==> src/rtl/datapath.sv <==
// Single-bus 32-bit CPU datapath: R0-R15, PC, IR, MAR, MDR, Y, HI, LO, 64-bit Z, priority bus mux and ALU.
// Define DATAPATH_MULDIV_EN to add signed MUL (1100) and DIV (1101) to the ALU.
module datapath #(
   parameter int               WIDTH    = 32,
   parameter logic [WIDTH-1:0] PC_RESET = '0
) (
   input  logic             Clock,
   input  logic             Reset,
   input  logic             R0_In,  R1_In,  R2_In,  R3_In,
   input  logic             R4_In,  R5_In,  R6_In,  R7_In,
   input  logic             R8_In,  R9_In,  R10_In, R11_In,
   input  logic             R12_In, R13_In, R14_In, R15_In,
   input  logic             R0_Out,  R1_Out,  R2_Out,  R3_Out,
   input  logic             R4_Out,  R5_Out,  R6_Out,  R7_Out,
   input  logic             R8_Out,  R9_Out,  R10_Out, R11_Out,
   input  logic             R12_Out, R13_Out, R14_Out, R15_Out,
   input  logic             PC_In,
   input  logic             MDR_In,
   input  logic             MAR_In,
   input  logic             IR_In,
   input  logic             Y_In,
   input  logic             Z_In,
   input  logic             HI_In,
   input  logic             LO_In,
   input  logic             PC_Out,
   input  logic             MDR_Out,
   input  logic             ZLO_Out,
   input  logic             ZHI_Out,
   input  logic             HI_Out,
   input  logic             LO_Out,
   input  logic             IncPC,
   input  logic             Read,
   input  logic [3:0]       CONTROL,
   input  logic [WIDTH-1:0] MData_In,
   output logic [WIDTH-1:0] BusMux_Out
);

   localparam int SHW = $clog2(WIDTH);

   typedef enum logic [3:0] {
      OP_ZERO = 4'b0000, OP_ADD  = 4'b0001, OP_SUB  = 4'b0010, OP_AND  = 4'b0011,
      OP_OR   = 4'b0100, OP_SHR  = 4'b0101, OP_SHRA = 4'b0110, OP_SHL  = 4'b0111,
      OP_ROR  = 4'b1000, OP_ROL  = 4'b1001, OP_NEG  = 4'b1010, OP_NOT  = 4'b1011,
      OP_MUL  = 4'b1100, OP_DIV  = 4'b1101, OP_R14  = 4'b1110, OP_R15  = 4'b1111
   } alu_op_e;

   logic [WIDTH-1:0]   r_gpr [16];
   logic [WIDTH-1:0]   r_pc, r_ir, r_mar, r_mdr, r_y, r_hi, r_lo, r_zhi, r_zlo;

   logic [15:0]        w_r_in, w_r_out;
   logic [WIDTH-1:0]   w_bus, w_a, w_b;
   logic [SHW-1:0]     w_sh;
   logic [2*WIDTH-1:0] w_ror, w_rol, w_c;
   alu_op_e            w_op;

   assign w_r_in  = {R15_In, R14_In, R13_In, R12_In, R11_In, R10_In, R9_In, R8_In,
                     R7_In,  R6_In,  R5_In,  R4_In,  R3_In,  R2_In,  R1_In, R0_In};
   assign w_r_out = {R15_Out, R14_Out, R13_Out, R12_Out, R11_Out, R10_Out, R9_Out, R8_Out,
                     R7_Out,  R6_Out,  R5_Out,  R4_Out,  R3_Out,  R2_Out,  R1_Out, R0_Out};

   // Lowest-priority source is applied first so each later assignment overrides it.
   always_comb begin
      // NOTE: defaulting every always_comb output first keeps unselected paths from inferring latches.
      w_bus = '0;
      if (MDR_Out) w_bus = r_mdr;
      if (PC_Out)  w_bus = r_pc;
      if (ZLO_Out) w_bus = r_zlo;
      if (ZHI_Out) w_bus = r_zhi;
      if (LO_Out)  w_bus = r_lo;
      if (HI_Out)  w_bus = r_hi;
      for (int i = 15; i >= 0; i--) begin
         if (w_r_out[i]) w_bus = r_gpr[i];
      end
   end

   // PC holds PC_RESET during reset, so the bus is forced to zero explicitly.
   assign BusMux_Out = Reset ? '0 : w_bus;

   assign w_a   = r_y;
   assign w_b   = BusMux_Out;
   assign w_sh  = w_b[SHW-1:0];
   assign w_op  = alu_op_e'(CONTROL);
   assign w_ror = {w_a, w_a} >> w_sh;
   assign w_rol = {w_a, w_a} << w_sh;

`ifdef DATAPATH_MULDIV_EN
   logic signed [2*WIDTH-1:0] w_a_ext, w_b_ext, w_prod;
   logic signed [WIDTH-1:0]   w_a_s, w_b_s, w_quot, w_rem;

   assign w_a_ext = {{WIDTH{w_a[WIDTH-1]}}, w_a};
   assign w_b_ext = {{WIDTH{w_b[WIDTH-1]}}, w_b};
   assign w_prod  = w_a_ext * w_b_ext;
   assign w_a_s   = w_a;
   assign w_b_s   = w_b;
   // Divide-by-zero result is defined by the datapath, not left to the operator.
   assign w_quot  = (w_b == '0) ? '1  : w_a_s / w_b_s;
   assign w_rem   = (w_b == '0) ? w_a : w_a_s % w_b_s;
`endif

   always_comb begin
      w_c = '0;
      if (IncPC) begin
         w_c[WIDTH-1:0] = w_b + WIDTH'(1);
      end else begin
         unique case (w_op)
            OP_ADD:  w_c[WIDTH-1:0] = w_a + w_b;
            OP_SUB:  w_c[WIDTH-1:0] = w_a - w_b;
            OP_AND:  w_c[WIDTH-1:0] = w_a & w_b;
            OP_OR:   w_c[WIDTH-1:0] = w_a | w_b;
            OP_SHR:  w_c[WIDTH-1:0] = w_a >> w_sh;
            OP_SHRA: w_c[WIDTH-1:0] = $signed(w_a) >>> w_sh;
            OP_SHL:  w_c[WIDTH-1:0] = w_a << w_sh;
            OP_ROR:  w_c[WIDTH-1:0] = w_ror[WIDTH-1:0];
            OP_ROL:  w_c[WIDTH-1:0] = w_rol[2*WIDTH-1:WIDTH];
            OP_NEG:  w_c[WIDTH-1:0] = '0 - w_b;
            OP_NOT:  w_c[WIDTH-1:0] = ~w_b;
`ifdef DATAPATH_MULDIV_EN
            OP_MUL:  w_c = w_prod;
            OP_DIV:  w_c = {w_rem, w_quot};
`else
            OP_MUL, OP_DIV: w_c = '0;
`endif
            OP_ZERO, OP_R14, OP_R15: w_c = '0;
            default: w_c = '0;
         endcase
      end
   end

   // NOTE: every state register uses non-blocking assignment so all loads see the pre-edge bus.
   always_ff @(posedge Clock or posedge Reset) begin
      if (Reset) begin
         // NOTE: the register file is small and architecturally visible, so it is reset like any other register.
         for (int i = 0; i < 16; i++) r_gpr[i] <= '0;
         r_pc  <= PC_RESET;
         r_ir  <= '0;
         r_mar <= '0;
         r_mdr <= '0;
         r_y   <= '0;
         r_hi  <= '0;
         r_lo  <= '0;
         r_zhi <= '0;
         r_zlo <= '0;
      end else begin
         for (int i = 0; i < 16; i++) begin
            if (w_r_in[i]) r_gpr[i] <= w_bus;
         end
         if (PC_In)  r_pc  <= w_bus;
         if (IR_In)  r_ir  <= w_bus;
         if (MAR_In) r_mar <= w_bus;
         if (MDR_In) r_mdr <= Read ? MData_In : w_bus;
         if (Y_In)   r_y   <= w_bus;
         if (HI_In)  r_hi  <= w_bus;
         if (LO_In)  r_lo  <= w_bus;
         if (Z_In) begin
            r_zhi <= w_c[2*WIDTH-1:WIDTH];
            r_zlo <= w_c[WIDTH-1:0];
         end
      end
   end

endmodule

==> config.mk <==
export PLATFORM = sky130hd
export DESIGN_NAME = datapath
export DESIGN_NICKNAME = d
export VERILOG_FILES = /design/src/rtl/datapath.sv
export SDC_FILE = /design/constraint.sdc
export NUM_CORES = 2
export LEC_CHECK = 0
export BUFFER_PORTS_ARGS = -buffer_cell sky130_fd_sc_hd__buf_2
export CAP_MARGIN = 5
export CORE_MARGIN = 4
export CORE_UTILIZATION = 42
export CTS_BUF_LIST = sky130_fd_sc_hd__clkbuf_4 sky130_fd_sc_hd__clkbuf_8 sky130_fd_sc_hd__clkbuf_16
export DETAILED_ROUTE_END_ITERATION = 10
export PLACE_DENSITY = 0.65
export SLEW_MARGIN = 20
export SYNTH_ARGS = -nofsm -noshare
export SYNTH_HDL_FRONTEND = slang
export SYNTH_SLANG_ARGS = --single-unit
==> constraint.sdc <==
create_clock -name Clock -period 29 [get_ports Clock]
set_input_delay 1.45 -clock Clock [delete_from_list [all_inputs] [get_ports Clock]]
set_output_delay 1.45 -clock Clock [all_outputs]
set_load 0.02 [all_outputs]
==> flow_summary.yaml <==
floorplanning:
  placement_rows: 119
  die-area_um2: 112000
  floorplan.die.width_um: 335
  fp.dieH_um: 335
  coreArea_um2: 106000
  floorplan.initialDensity: 0.425
  top_level_ports: 118
critical_path:
  cpMaxStageDelayCell: "sky130_fd_sc_hd__nor2_1"
  crit_arrival_ns: 8.68
  worst_path_largest_cell_delay_ns: 0.84
  crit_path_max_fanout: 28
  crit_path_cell_trace: "buf_2, buf_4, or2_0, buf_4, a311oi_1, o221ai_1, a221oi_1, o21ba_2, o21ai_2, nor2_1, inv_1, ha_1, a21oi_1, nand3b_1, o31ai_4, a211oi_1, a2bb2oi_1, nor2_1, a2111oi_2, a21oi_2"
  rrSetupSlack_ns: 22.28
  number_of_buffer_and_inverter_instances_along_the_worst_setup_path: 4
  crit_path_capture_type: "flip-flop"
  startpoint_type: "input pin"
  timing.critical_path.max_delay_family: "compound AO/OA/AOI/OAI gates"
  worst_ep_required_time_ns: 29.48
  critical_path_class: "in2reg"
cells_and_area:
  num-fill-cells: 10400
  area_growth_syn_to_layout_pct: 9.40
  final_design_area_no_fill_um2: 49100
  post_route_cells_drive_above_1_share: 0.165
  fin_util: 0.465
  num-nets-final: 5150
grt:
  grt_antenna_before_repair: 13
  grt_pass1_vias: 39100
  grt-ovfl-total: 0
  largest_net_degree_at_the_start_of_global_routing: 79
  grt_pass1_wl_um: 274000
  grtUsageTotal: 0.326
drt:
  drt.antenna.violating_nets: 0
  vias: 42200
  drt_pre_antenna_iters: 10
  drt_wl_total_um: 189000
  first_iter_violations: 5760
  routedWlPerCell_um: 29.4
  detail_route.drc_violations: 0
  viasPerCell: 6.55
job:
  max_cap_violations: 0
sta:
  clock_skew_ns: 0.0300
  final-hold-violation-count: 0
  post-route-min-period_ns: 8.19
  setup_viol: 0
  maxClockFrequency_mhz: 122
  max_slew.worst_pin.slew_ns: 1.16
  report.final.slew_viol_count: 0
  setup_repair_after_global_routing_missed_its_margin: "no"
  setup_total_negative_slack_ns: 0
  worst_slew_margin_rel: 0.208
  finalCritPeriodShare: 0.283
place:
  gp_routability_congestion: 0.991
  post-dp-hpwl_um: 131000
  dpl_cell_area_um2: 46500
  place.port_buffers: 115
cts:
  number_of_h_tree_branching_levels: 3
  cts_hold_buf: 0
  max-clock-path-buffers: 3
  cts_tree: "built"
  clk-insertion-delay-late_ns: 0.64
  path_clk_slew_ns: 0.06
  clk_root_buffer_cell: "sky130_fd_sc_hd__clkbuf_16"
  post_cts_resized: 0
  cts_inserted_buffers: 73
  post_cts_buffers: 0
  clk_sink_count: 704
synthesis:
  synth_top_cell_area_share: 0.392
  synth_top_area_cell: "sky130_fd_sc_hd__dfrtp_1"
  top_ff_cell_synth: "sky130_fd_sc_hd__dfrtp_1"
  number_of_register_bits_inferred_by_synthesis: 704
  top_count_cell_post_synth: "sky130_fd_sc_hd__dfrtp_1"
  netlist_area_um2: 44900
  synthTopCellsByCount: "sky130_fd_sc_hd__dfrtp_1 (704), sky130_fd_sc_hd__a21oi_1 (660), sky130_fd_sc_hd__nor2_1 (618)"
  synth.area.top_cells: "sky130_fd_sc_hd__dfrtp_1 (39%), sky130_fd_sc_hd__mux2_2 (7.6%), sky130_fd_sc_hd__a21oi_1 (7.4%)"
  synth-edff-count: 0
  asyncSetResetFlopFracSynth: 1.00
  synth.yosys.seq_area_share: 0.392
  yosys_warns: 0
  synthDistinctLibCells: 124
  synthesis.area_per_instance_um2: 8.78
  syn_inst: 5115
  syn-num-nets: 5282
power:
  power.ir.vdd_worst_mv: 0.0698
  power.density_nw_per_um2: 77.3
  total_power_uw: 3800
  leakage_uw: 0.0203
min_path:
  hold_class: "reg2reg"
run_status:
  outcome: "complete, no violations"
cells by family after synthesis:
family                     Yosys count  synth area share
xor gates and xnor gates            80            0.0156
adders and majority gates           81            0.0229
buffers and inverters              615            0.0576
AOI/OAI and AO/OA                 1650             0.238
muxes                              508             0.123
DFF                                704             0.392
and+or+nand+nor                   1477             0.151
placed cells by master (no fill, tap or decap), types with 68 or more instances in the layout:
cell type and instances:
sky130_fd_sc_hd__inv_1 128, sky130_fd_sc_hd__nor2_1 612, sky130_fd_sc_hd__a21oi_1 654, sky130_fd_sc_hd__dfrtp_1 704, sky130_fd_sc_hd__mux2_2 305, sky130_fd_sc_hd__ha_1 79, sky130_fd_sc_hd__nand3_1 69, sky130_fd_sc_hd__mux2i_1 200
sky130_fd_sc_hd__a221oi_1 68, sky130_fd_sc_hd__buf_2 114, sky130_fd_sc_hd__nand2_1 410, sky130_fd_sc_hd__clkbuf_16 76, sky130_fd_sc_hd__buf_4 147, sky130_fd_sc_hd__o21ai_0 281
per-stage QoR:
| step | hold slack [ns] | worst slack [ns] | instances |
|---|---|---|---|
| 3_3_place_gp | 0.480 | 20.35 | 6299 |
| 3_5_place_dp | 0.487 | 20.37 | 6299 |
| 2_1_floorplan | 0.450 | 13.46 | 5115 |
| 4_1_cts | 0.500 | 21.02 | 6431 |
| 6_report | 0.497 | 20.81 | 6434 |
| 5_1_grt | 0.508 | 20.77 | 6431 |
layer usage:
metal | vias up | routed length [um] | GRT usage
met5 | - | 105 | 0
met4 | 16 | 12300 | 0.179
met1 | 20900 | 76400 | 0.444
li1 | 18200 | - | -
met3 | 492 | 18800 | 0.0625
met2 | 2497 | 81600 | 0.491
flip-flops by register name, indices dropped and copies added (netlist names):
| name | flops |
|---|---|
| r_pc | 32 |
| r_mdr | 32 |
| r_gpr | 512 |
| r_zlo | 32 |
| r_hi | 32 |
| r_lo | 32 |
| r_y | 32 |
cell type report:
class                      count  area (um^2)  share of cell area
timing repair buffer         262         1690              0.0343
clock buffer                 102         2200              0.0449
tap                         1391         1740              0.0354
sequential                   704        17600               0.359
clock inverter                30          404             0.00823
multi-input combinational   3796        24900               0.507
antenna                        3         7.51            0.000153
inverter                     146          559              0.0114
power by group:
part	internal (uW)	switching, uW
logic	495	902
registers	1210	159
clock network	606	422
path summary, 6_finish.rpt:
check | depth (start not counted) | start | to
setup / recovery | 20 | LO_Out | r_zlo[27]
hold / removal | 1 | r_gpr[325] | r_gpr[325]
setup reg to reg | 17 | r_zlo[19] | r_zlo[27]
hold reg to reg | 1 | r_gpr[325] | r_gpr[325]
max in group asynchronous | 5 | Reset | r_gpr[241]
min in group asynchronous | 2 | Reset | r_lo[31]
Note: power is estimated with default switching activity, not from simulation.
